`src/rtl/dbus_wbuf_ctrl_pkg.sv`:
```
// Shared encodings for the data-bus write-buffer controller: bus size codes,
// FSM states and a helper for sizing the ack wait counter.
package dbus_wbuf_ctrl_pkg;

  typedef enum logic [1:0] {
    SZ_B = 2'b00,
    SZ_H = 2'b01,
    SZ_W = 2'b10
  } size_e;

  typedef enum logic {
    ST_IDLE = 1'b0,
    ST_BUS  = 1'b1
  } state_t;

  // Width of a down-counter that must hold the value TIMEOUT (at least one bit).
  function automatic int wait_width(input int timeout);
    return (timeout > 1) ? $clog2(timeout + 1) : 1;
  endfunction

endpackage

```
`src/rtl/dbus_wbuf_ctrl_fifo.sv`:
```
// Synchronous store-buffer FIFO with a combinational head (dout = oldest entry).
// Push to a full FIFO and pop from an empty one are ignored.
module dbus_wbuf_ctrl_fifo #(
  parameter int WIDTH = 66,
  parameter int DEPTH = 4
) (
  input  logic                     clk,
  input  logic                     rst,
  input  logic                     push,
  input  logic                     pop,
  input  logic [WIDTH-1:0]         din,
  output logic [WIDTH-1:0]         dout,
  output logic                     full,
  output logic                     empty,
  output logic [$clog2(DEPTH):0]   count
);

  localparam int PW = $clog2(DEPTH);
  localparam logic [PW:0]   CNT_ONE = (PW+1)'(1);
  localparam logic [PW:0]   CNT_MAX = (PW+1)'(DEPTH);
  localparam logic [PW-1:0] PTR_ONE = PW'(1);

  logic [WIDTH-1:0] mem [DEPTH];
  logic [PW-1:0]    wr_ptr;
  logic [PW-1:0]    rd_ptr;
  logic             do_push;
  logic             do_pop;

  assign do_push = push & ~full;
  assign do_pop  = pop & ~empty;

  // Power-of-two depth: pointers wrap by plain overflow.
  always_ff @(posedge clk) begin
    if (rst) begin
      wr_ptr <= '0;
      rd_ptr <= '0;
      count  <= '0;
    end else begin
      if (do_push) wr_ptr <= wr_ptr + PTR_ONE;
      if (do_pop)  rd_ptr <= rd_ptr + PTR_ONE;
      case ({do_push, do_pop})
        2'b10:   count <= count + CNT_ONE;
        2'b01:   count <= count - CNT_ONE;
        default: count <= count;
      endcase
    end
  end

  always_ff @(posedge clk) begin
    if (do_push) mem[wr_ptr] <= din;
  end

  assign dout  = mem[rd_ptr];
  assign full  = (count == CNT_MAX);
  assign empty = (count == '0);

endmodule

```
`src/rtl/dbus_wbuf_ctrl.sv`:
```
// Data-memory bus controller: posted-write buffer, ACKD_n wait states and bus
// timeout between the pipeline and the external data bus. All bus outputs are registered.
//
//  state   | meaning
//  --------+----------------------------------------------------------------
//  ST_IDLE | bus released (MREQ=0); may issue FIFO head, else a new load
//  ST_BUS  | transaction on the bus; outputs held until ack or timeout
module dbus_wbuf_ctrl
  import dbus_wbuf_ctrl_pkg::*;
#(
  parameter int AW         = 32,
  parameter int DW         = 32,
  parameter int WBUF_DEPTH = 4,
  parameter int TIMEOUT    = 255
) (
  input  logic                          clk,
  input  logic                          rst,
  input  logic                          req_valid,
  output logic                          req_ready,
  input  logic                          req_write,
  input  logic [1:0]                    req_size,
  input  logic [AW-1:0]                 req_addr,
  input  logic [DW-1:0]                 req_wdata,
  output logic                          rsp_valid,
  output logic [DW-1:0]                 rsp_rdata,
  output logic                          bus_err,
  output logic [$clog2(WBUF_DEPTH):0]   wbuf_cnt,
  output logic [AW-1:0]                 DAD,
  output logic                          MREQ,
  output logic                          WRITE,
  output logic [1:0]                    SIZE,
  output logic [DW-1:0]                 ddt_o,
  output logic                          ddt_oe,
  input  logic [DW-1:0]                 ddt_i,
  input  logic                          ACKD_n
);

  localparam int EW = AW + DW + 2;
  localparam int TW = wait_width(TIMEOUT);
  localparam logic [TW-1:0] WAIT_LOAD = TW'(TIMEOUT);
  localparam logic [TW-1:0] WAIT_ONE  = TW'(1);

  state_t         state_q;
  state_t         state_nxt;
  logic           ld_pend_q;
  logic           ld_pend_nxt;
  logic [TW-1:0]  wait_q;
  logic [TW-1:0]  wait_nxt;

  logic           mreq_nxt;
  logic           write_nxt;
  logic [AW-1:0]  dad_nxt;
  logic [1:0]     size_nxt;
  logic [DW-1:0]  ddt_nxt;
  logic           rsp_valid_nxt;
  logic [DW-1:0]  rsp_rdata_nxt;
  logic           bus_err_nxt;

  logic           fifo_pop;
  logic           fifo_full;
  logic           fifo_empty;
  logic [EW-1:0]  fifo_dout;
  logic [AW-1:0]  head_addr;
  logic [DW-1:0]  head_data;
  logic [1:0]     head_size;

  logic           ld_ready;
  logic           st_acc;
  logic           ld_acc;
  logic           timed_out;

  // Loads only go out on an idle bus with nothing buffered, so they can never
  // overtake a posted store and no read forwarding is required.
  assign ld_ready  = (state_q == ST_IDLE) & fifo_empty & ~ld_pend_q;
  assign req_ready = req_write ? ~fifo_full : ld_ready;
  assign st_acc    = req_valid & req_write & ~fifo_full;
  assign ld_acc    = req_valid & ~req_write & ld_ready;

  dbus_wbuf_ctrl_fifo #(
    .WIDTH (EW),
    .DEPTH (WBUF_DEPTH)
  ) u_fifo (
    .clk   (clk),
    .rst   (rst),
    .push  (st_acc),
    .pop   (fifo_pop),
    .din   ({req_addr, req_wdata, req_size}),
    .dout  (fifo_dout),
    .full  (fifo_full),
    .empty (fifo_empty),
    .count (wbuf_cnt)
  );

  assign head_addr = fifo_dout[EW-1 -: AW];
  assign head_data = fifo_dout[DW+1 -: DW];
  assign head_size = fifo_dout[1:0];

  assign timed_out = (TIMEOUT != 0) && (wait_q == WAIT_ONE);

  always_comb begin
    state_nxt     = state_q;
    ld_pend_nxt   = ld_pend_q;
    wait_nxt      = wait_q;
    mreq_nxt      = MREQ;
    write_nxt     = WRITE;
    dad_nxt       = DAD;
    size_nxt      = SIZE;
    ddt_nxt       = ddt_o;
    rsp_valid_nxt = 1'b0;
    rsp_rdata_nxt = rsp_rdata;
    bus_err_nxt   = 1'b0;
    fifo_pop      = 1'b0;

    case (state_q)
      ST_IDLE: begin
        // A store arriving into an empty buffer goes straight out from the
        // request fields; its FIFO copy stays until the bus acknowledges it.
        if (!fifo_empty || st_acc) begin
          state_nxt = ST_BUS;
          mreq_nxt  = 1'b1;
          write_nxt = 1'b1;
          wait_nxt  = WAIT_LOAD;
          dad_nxt   = fifo_empty ? req_addr  : head_addr;
          size_nxt  = fifo_empty ? req_size  : head_size;
          ddt_nxt   = fifo_empty ? req_wdata : head_data;
        end else if (ld_acc) begin
          state_nxt   = ST_BUS;
          ld_pend_nxt = 1'b1;
          mreq_nxt    = 1'b1;
          write_nxt   = 1'b0;
          wait_nxt    = WAIT_LOAD;
          dad_nxt     = req_addr;
          size_nxt    = req_size;
          ddt_nxt     = '0;
        end
      end

      ST_BUS: begin
        // Ack wins over a timeout falling on the same cycle.
        if (!ACKD_n || timed_out) begin
          state_nxt   = ST_IDLE;
          ld_pend_nxt = 1'b0;
          mreq_nxt    = 1'b0;
          write_nxt   = 1'b0;
          dad_nxt     = '0;
          size_nxt    = '0;
          ddt_nxt     = '0;
          bus_err_nxt = ACKD_n;
          if (ld_pend_q) begin
            rsp_valid_nxt = 1'b1;
            rsp_rdata_nxt = ACKD_n ? '0 : ddt_i;
          end else begin
            fifo_pop = 1'b1;
          end
        end else if (TIMEOUT != 0) begin
          wait_nxt = wait_q - WAIT_ONE;
        end
      end

      default: state_nxt = ST_IDLE;
    endcase
  end

  always_ff @(posedge clk) begin
    if (rst) begin
      state_q   <= ST_IDLE;
      ld_pend_q <= 1'b0;
      wait_q    <= '0;
      MREQ      <= 1'b0;
      WRITE     <= 1'b0;
      DAD       <= '0;
      SIZE      <= '0;
      ddt_o     <= '0;
      ddt_oe    <= 1'b0;
      rsp_valid <= 1'b0;
      rsp_rdata <= '0;
      bus_err   <= 1'b0;
    end else begin
      state_q   <= state_nxt;
      ld_pend_q <= ld_pend_nxt;
      wait_q    <= wait_nxt;
      MREQ      <= mreq_nxt;
      WRITE     <= write_nxt;
      DAD       <= dad_nxt;
      SIZE      <= size_nxt;
      ddt_o     <= ddt_nxt;
      ddt_oe    <= mreq_nxt & write_nxt;
      rsp_valid <= rsp_valid_nxt;
      rsp_rdata <= rsp_rdata_nxt;
      bus_err   <= bus_err_nxt;
    end
  end

endmodule
```
`config.mk`:
```
export PLATFORM = sky130hd
export DESIGN_NAME = dbus_wbuf_ctrl
export DESIGN_NICKNAME = d
export VERILOG_FILES = /design/src/rtl/dbus_wbuf_ctrl_pkg.sv /design/src/rtl/dbus_wbuf_ctrl_fifo.sv /design/src/rtl/dbus_wbuf_ctrl.sv
export SDC_FILE = /design/constraint.sdc
export NUM_CORES = 1
export LEC_CHECK = 0
export BUFFER_PORTS_ARGS = -buffer_cell sky130_fd_sc_hd__buf_2
export CORE_UTILIZATION = 51
export CTS_CLUSTER_SIZE = 14
export DETAILED_ROUTE_END_ITERATION = 8
export PLACE_DENSITY = 0.82
export SLEW_MARGIN = 25
export SYNTH_ARGS = -nofsm -noshare
export SYNTH_HDL_FRONTEND = slang
export SYNTH_SLANG_ARGS = --single-unit
```
`constraint.sdc`:
```
create_clock -name clk -period 2.71 [get_ports clk]
set_input_delay 0.271 -clock clk [delete_from_list [all_inputs] [get_ports clk]]
set_output_delay 0.271 -clock clk [all_outputs]
set_load 0.02 [all_outputs]
```
Yosys cells after proc, flatten, opt, wreduce, memory -nomap -nowiden:

Memory sizes are Yosys's and may differ from the RTL's. A register that Yosys moved wholly into a read port is not among the register bits.
Cells that the tools add are included.

* flip-flop bits (word level): 120
* bits in writable memories: 264
* input bits: 103
* output and inout bits: 107
* logic and storage cells: 101
* memories: 1

* add/subtract/negate cells: 5
* equality and inequality tests: 9
* multiplexer cells: 45
* bitwise operators: 15
* reduce and logical (&&, ||, !) cells: 11

Memory list
* u_fifo.mem: words 4, width 66, read ports 1, clocked after memory_dff 1, write ports 1, line dbus_wbuf_ctrl_fifo.sv:23 `logic [WIDTH-1:0] mem [DEPTH];`

Operator list (count)
* $mux W32: 8
* $pmux W32 S2: 2
* $mux W8: 3
* $mux W1: 19
* $pmux W8 S2: 1
* $mux W2: 6
* $and A1 B1 Y1: 9
* $eq A8 B1 Y1 const B: 1
* $pmux W1 S2: 4
* $sub A8 B1 Y8 const B: 1
* $ne A2 B2 Y1 const B: 3
* $not A1 Y1: 6
* $pmux W3 S2: 1
* $reduce_and A3 Y1: 2
* $add A2 B1 Y2 const B: 2
* $pmux W2 S2: 1
* $reduce_and A2 Y1: 2
* $add A3 B1 Y3 const B: 1
* $eq A3 B3 Y1 const B: 1
* $logic_not A3 Y1: 1
* $ne A3 B2 Y1 const B: 1
* $reduce_or A3 Y1: 1
* $sub A3 B1 Y3 const B: 1
* $eq A2 B1 Y1 const B: 1
* 5 further kinds: 7

Longest topological paths before layout:

* depth after elaboration: 8
* mapped depth: 11

Hierarchy:

From an unflattened synthesis, not the netlist that was laid out.

* cells, all modules: 858
* area, all modules: 14894.3 um^2

Modules (own cells, without submodules)
* dbus_wbuf_ctrl_fifo: instances 1, cells an instance 398, area an instance 9988.3 um^2, seq. area each 8107.8 um^2
* dbus_wbuf_ctrl: instances 1, cells an instance 460, area an instance 4906.0 um^2, seq. area each 2262.2 um^2

Worst setup path after synthesis:

Ideal clock, no wire load.

* path type: reg2reg
* from: register u_fifo.count[0]
* to: memory u_fifo.mem[1][0], enable pin
* library setup time: 0.431 ns
* data arrival time: 2.597 ns
* required time: 2.279 ns
* path slack: -0.318 ns
* cell stages (with the launch flop): 4
* period minus slack after synthesis: 3.028 ns
* path through: dfxtp_1 -> nor2_1 -> a21oi_1 -> and2_1

* cells in the longest elaborated chain, start to end: 6

RTL lines
* start: declaration: line dbus_wbuf_ctrl_fifo.sv:15 `output logic [$clog2(DEPTH):0] count`
* start signal: assignment: line dbus_wbuf_ctrl_fifo.sv:42 `2'b10: count <= count + CNT_ONE;`
* start signal: assignment: line dbus_wbuf_ctrl_fifo.sv:43 `2'b01: count <= count - CNT_ONE;`
* start signal: assignment: line dbus_wbuf_ctrl_fifo.sv:44 `default: count <= count;`
* $eq A3 B3 Y1 (*): line dbus_wbuf_ctrl_fifo.sv:54 `assign full = (count == CNT_MAX);`
* $not A1 Y1 (*): line dbus_wbuf_ctrl_fifo.sv:29, dbus_wbuf_ctrl.sv:76
* $and A1 B1 Y1: line dbus_wbuf_ctrl.sv:76 `assign st_acc = req_valid & req_write & ~fifo_full;`
* $and A1 B1 Y1 (*): line dbus_wbuf_ctrl_fifo.sv:29 `assign do_push = push & ~full;`
* $mux W1 (*): line dbus_wbuf_ctrl_fifo.sv:50 `if (do_push) mem[wr_ptr] <= din;`
* $mux W1 (implied by the code) (*): line dbus_wbuf_ctrl_fifo.sv:50
* end: declaration: line dbus_wbuf_ctrl_fifo.sv:23

Mark *: on every way between the ends. The rest lies on a longest branch, timed or not.

Worst setup path after layout:

* from: register wait_q[1]
* to: register u_fifo.count[2]

* cells in the longest elaborated chain, start to end: 7
* elaborated cells on any way between the ends: 9

RTL lines
* start: declaration: line dbus_wbuf_ctrl.sv:47 `logic [TW-1:0] wait_q;`
* start signal: assignment: line dbus_wbuf_ctrl.sv:181 `wait_q <= wait_nxt;`
* $eq A8 B1 Y1 (*): line dbus_wbuf_ctrl.sv:98 `assign timed_out = (TIMEOUT != 0) && (wait_q == WAIT_ONE);`
* $logic_or A1 B1 Y1 (*): line dbus_wbuf_ctrl.sv:140 `if (!ACKD_n || timed_out) begin`
* $mux W1 (*): line dbus_wbuf_ctrl.sv:140
* $mux W1 (*): line dbus_wbuf_ctrl.sv:114 `case (state_q)`
* $and A1 B1 Y1 (*): line dbus_wbuf_ctrl_fifo.sv:30 `assign do_pop = pop & ~empty;`
* net u_fifo.do_pop: line dbus_wbuf_ctrl_fifo.sv:27 `logic do_pop;`
* $eq A2 B1 Y1 / $eq A2 B2 Y1 (equally long branches): line dbus_wbuf_ctrl_fifo.sv:41 `case ({do_push, do_pop})`
* $pmux W3 S2 / $reduce_bool A2 Y1 (equally long branches)

The timed path passes the listed nets; every way through them passes the cells marked *.
A chain may end at the register's enable or synchronous reset.

==> run_results.csv <==
group,metric,value,unit
outcome,status,"completed",
finish,final_cell_mix,"264 x edfxtp_1, 209 x buf_2, 120 x dfxtp_1",
pwr,clock_power_share,41.0,%
sta,rsz0062_at_grt,"no",
sta,final_hold_viol_count,0,
drt,wl_per_cell,21.2,um
clock_network,cts_tree,"built",
sta,setup_slack,0.192,ns
drt,drt_iter0_markers,736,
clock_network,cts_buffer_depth,3,
synth,synth_cells,816,
drt,drc,0,
critical_path,critPathMaxStageDelay,0.39,ns
clock_network,cts_buffers,40,
floorplanning,die_area,29600,um^2
floorplanning,die_h,172,um
critical_path,worstPathCellList,"inv_1 > ha_1 > nor4bb_4 > a21oi_1 > nor3_2 > ha_1 > inv_1 > fa_1 > xor2_1 > or3_1 > a21oi_1",
global_route,grt_max_degree,68,
sta,period_needed,2.52,ns
pwr,p_seq_share,47.0,%
critical_path,path_delay_family,"adder cells",
sta,final.setup.tns,0,ns
placement,hpwl,18.2,mm
finish,areaGrowthSynthToFinish,27.4,%
sta,slew_headroom,61.8,%
drt,postRouteAntennaNets,0,
synth,syn_avg_cell_area,18.1,um^2
synth,ys_ff_latch,386,
pwr,power_switching,3.33,mW
clock_network,cts_setup_buffers,0,
global_route,grtUsageTotal,22.4,%
finish,fill_cells,1850,
global_route,antenna_found_initial,0,
pwr,p_per_area,760,nW/um^2
pwr,max-vdd-ir-drop,0.461,mV
floorplanning,start_util,52.5,%
critical_path,path_buf_inv,2,
clock_network,root_buffer,"clkbuf_16",
critical_path,start_kind,"register",
floorplanning,core_area,28100,um^2
drt,wirelength,32.7,mm
synth,yosysSeqAreaShare,70.4,%
floorplanning,rows,61,
synth,synth_flop_cell,"edfxtp_1",
drt,vias_per_cell,5.65,
critical_path,crit_path_end_kind,"register",
placement,post-place-ws,0.0532,ns
synth,synth-async-reset-ratio,0,%
critical_path,cpMaxStageDelayCell,"fa_1",
pwr,leakagePower,6.75,nW
pwr,p_comb_share,12.0,%
sta,setup_viol,0,
synth,syn_nets,927,
floorplanning,fp.dieW,172,um
placement,portBuffers,209,
synth,synth_edf_count,264,
synth,netlist-cell-type-count,52,
clock_network,worstSkewPairLatency,0.52,ns
synth,synth.yosys.warnings,0,
critical_path,required,3.16,ns
placement,gp_congestion,0.772,
global_route,grt_pass1_vias,9054,
min_path,min_path_type,"in2reg",
synth,synth.cell_area,14700,um^2
drt,num_vias,8718,
finish,finalInstanceArea,18800,um^2
sta,final_max_slew_viol_count,0,
drt,first_pass_iters,4,
pwr,swShare,23.4,%
sta,whs,0.0261,ns
clock_network,clock_sinks,386,
finish,mostFrequentLayoutCell,"edfxtp_1",
pwr,internal-power,10.9,mW
finish,antenna_cells,0,
placement,placed_area,16400,um^2
finish,fin_nets,1244,
finish,drive_gt1_share,35.5,%
sta,finClkSkew,0.0111,ns
global_route,grt_pass1_wl,49.7,mm
global_route,grt_overflow,0,
clock_network,clkTransAtPathRegs,0.06,ns
flow_run,drv_cap,0,
sta,worstMarginPinSlew,0.572,ns
clock_network,htreeDepth,2,
sta,fmax,0.397,GHz
critical_path,critical_path_class,"reg2reg",
critical_path,worstPathMaxFanout,3,
critical_path,worstPathArrival,2.97,ns
floorplanning,ioPinCount,210,
sta,post-route-period-util,92.9,%
## layer usage
| layer | part of all wire, % | wire length, um | global-route usage (%) |
|---|---|---|---|
| met5 | 0 | 0 | 0 |
| met4 | 2.3 | 737 | 7.08 |
| met3 | 5.7 | 1860 | 4.01 |
| met2 | 50 | 16400 | 38.3 |
| met1 | 42 | 13800 | 29.0 |
## sequential cells by signal (all words and copies together) (netlist names), named ones only
name / count
u_fifo.mem: 264
DAD: 32
ddt_o: 32
rsp_rdata: 32
wait_q: 8
u_fifo.count: 3
SIZE: 2
u_fifo.rd_ptr: 2
u_fifo.wr_ptr: 2
MREQ: 1
WRITE: 1
bus_err: 1
ddt_oe: 1
ld_pend_q: 1
rsp_valid: 1
state_q: 1
## power groups by stage
stage	clock, mW	sequential [mW]	combinational, mW
floorplan	0	6.95	0.885
global placement	0	6.80	1.55
detailed placement	0	6.81	1.59
CTS	5.94	6.69	1.70
global route	6.17	6.72	1.83
finish	5.85	6.70	1.71
## final timing paths
path	start	endpoint	slack [ns]	cells after the start
hold reg to reg	DAD[10]$_SDFFE_PP0P_	DAD[10]$_SDFFE_PP0P_	0.46	1
setup / recovery	wait_q[1]$_SDFFE_PP0P_	u_fifo.count[2]$_SDFFE_PP0P_	0.19	11
setup reg to reg	wait_q[1]$_SDFFE_PP0P_	u_fifo.count[2]$_SDFFE_PP0P_	0.19	11
hold / removal	req_wdata[17]	u_fifo.mem[3][19]$_DFFE_PP_	0.03	1
## metrics by stage
| stage | util [%] | std cells | power (mW) |
|---|---|---|---|
| floorplan | - | 816 | 7.84 |
| global placement | 58.3 | 1378 | 8.35 |
| detailed placement | 58.3 | 1378 | 8.40 |
| CTS | 66.7 | 1543 | 14.3 |
| global route | 66.8 | 1543 | 14.7 |
| finish | 66.8 | 1543 | 14.3 |
## repair_timing
item / 4_1_cts / 5_1_grt
endpoints found under the hold margin: 261 / 0
resized for setup: 0 / 4
endpoints found under the setup margin: 0 / 1
hold buffers: 91 / 0
## area by class of cell
class                   instances  area [um^2]  share of cell area [%]
clock buffers                  61         1270                    6.77
multi-input cells             335         4010                    21.4
flip-flops and latches        386        10400                    55.3
clock inverters                13          178                   0.947
well taps                     378          473                    2.52
repair buffers                326         2290                    12.2
inverters                      44          165                   0.880
## cells in the mapped netlist, drive strengths merged (2+ instances only)
master	number	area, um^2
buf	19	118
nor3b	3	22.5
a22o	33	289
o211a	2	20.0
a31oi	3	18.8
a31o	2	17.5
o21a	3	22.5
dfxtp	122	2440
mux4	66	1490
o21ai	5	28.8
or3	4	25.0
mux2i	67	671
clkbuf	32	120
and2	7	46.3
nor3	7	35.0
nor2	13	48.8
o211ai	2	15.0
inv	44	165
a211oi	2	15.0
xor2	2	17.5
a21oi	14	81.3
edfxtp	264	7930
ha	7	87.6
o32ai	32	505
nand2	4	15.0
o2bb2ai	34	298
or4	2	15.0
nand2b	4	25.0
## cell families after synthesis
group | share of synthesized area (%)
muxes | 14.6
AOI/OAI and AO/OA | 9.43
and+or+nand+nor | 1.89
adders and majority gates | 0.730
DFF | 70.4
buffers and inverters | 2.73
xor gates and xnor gates | 0.178
No activity file was read; power rests on OpenSTA's default activity.
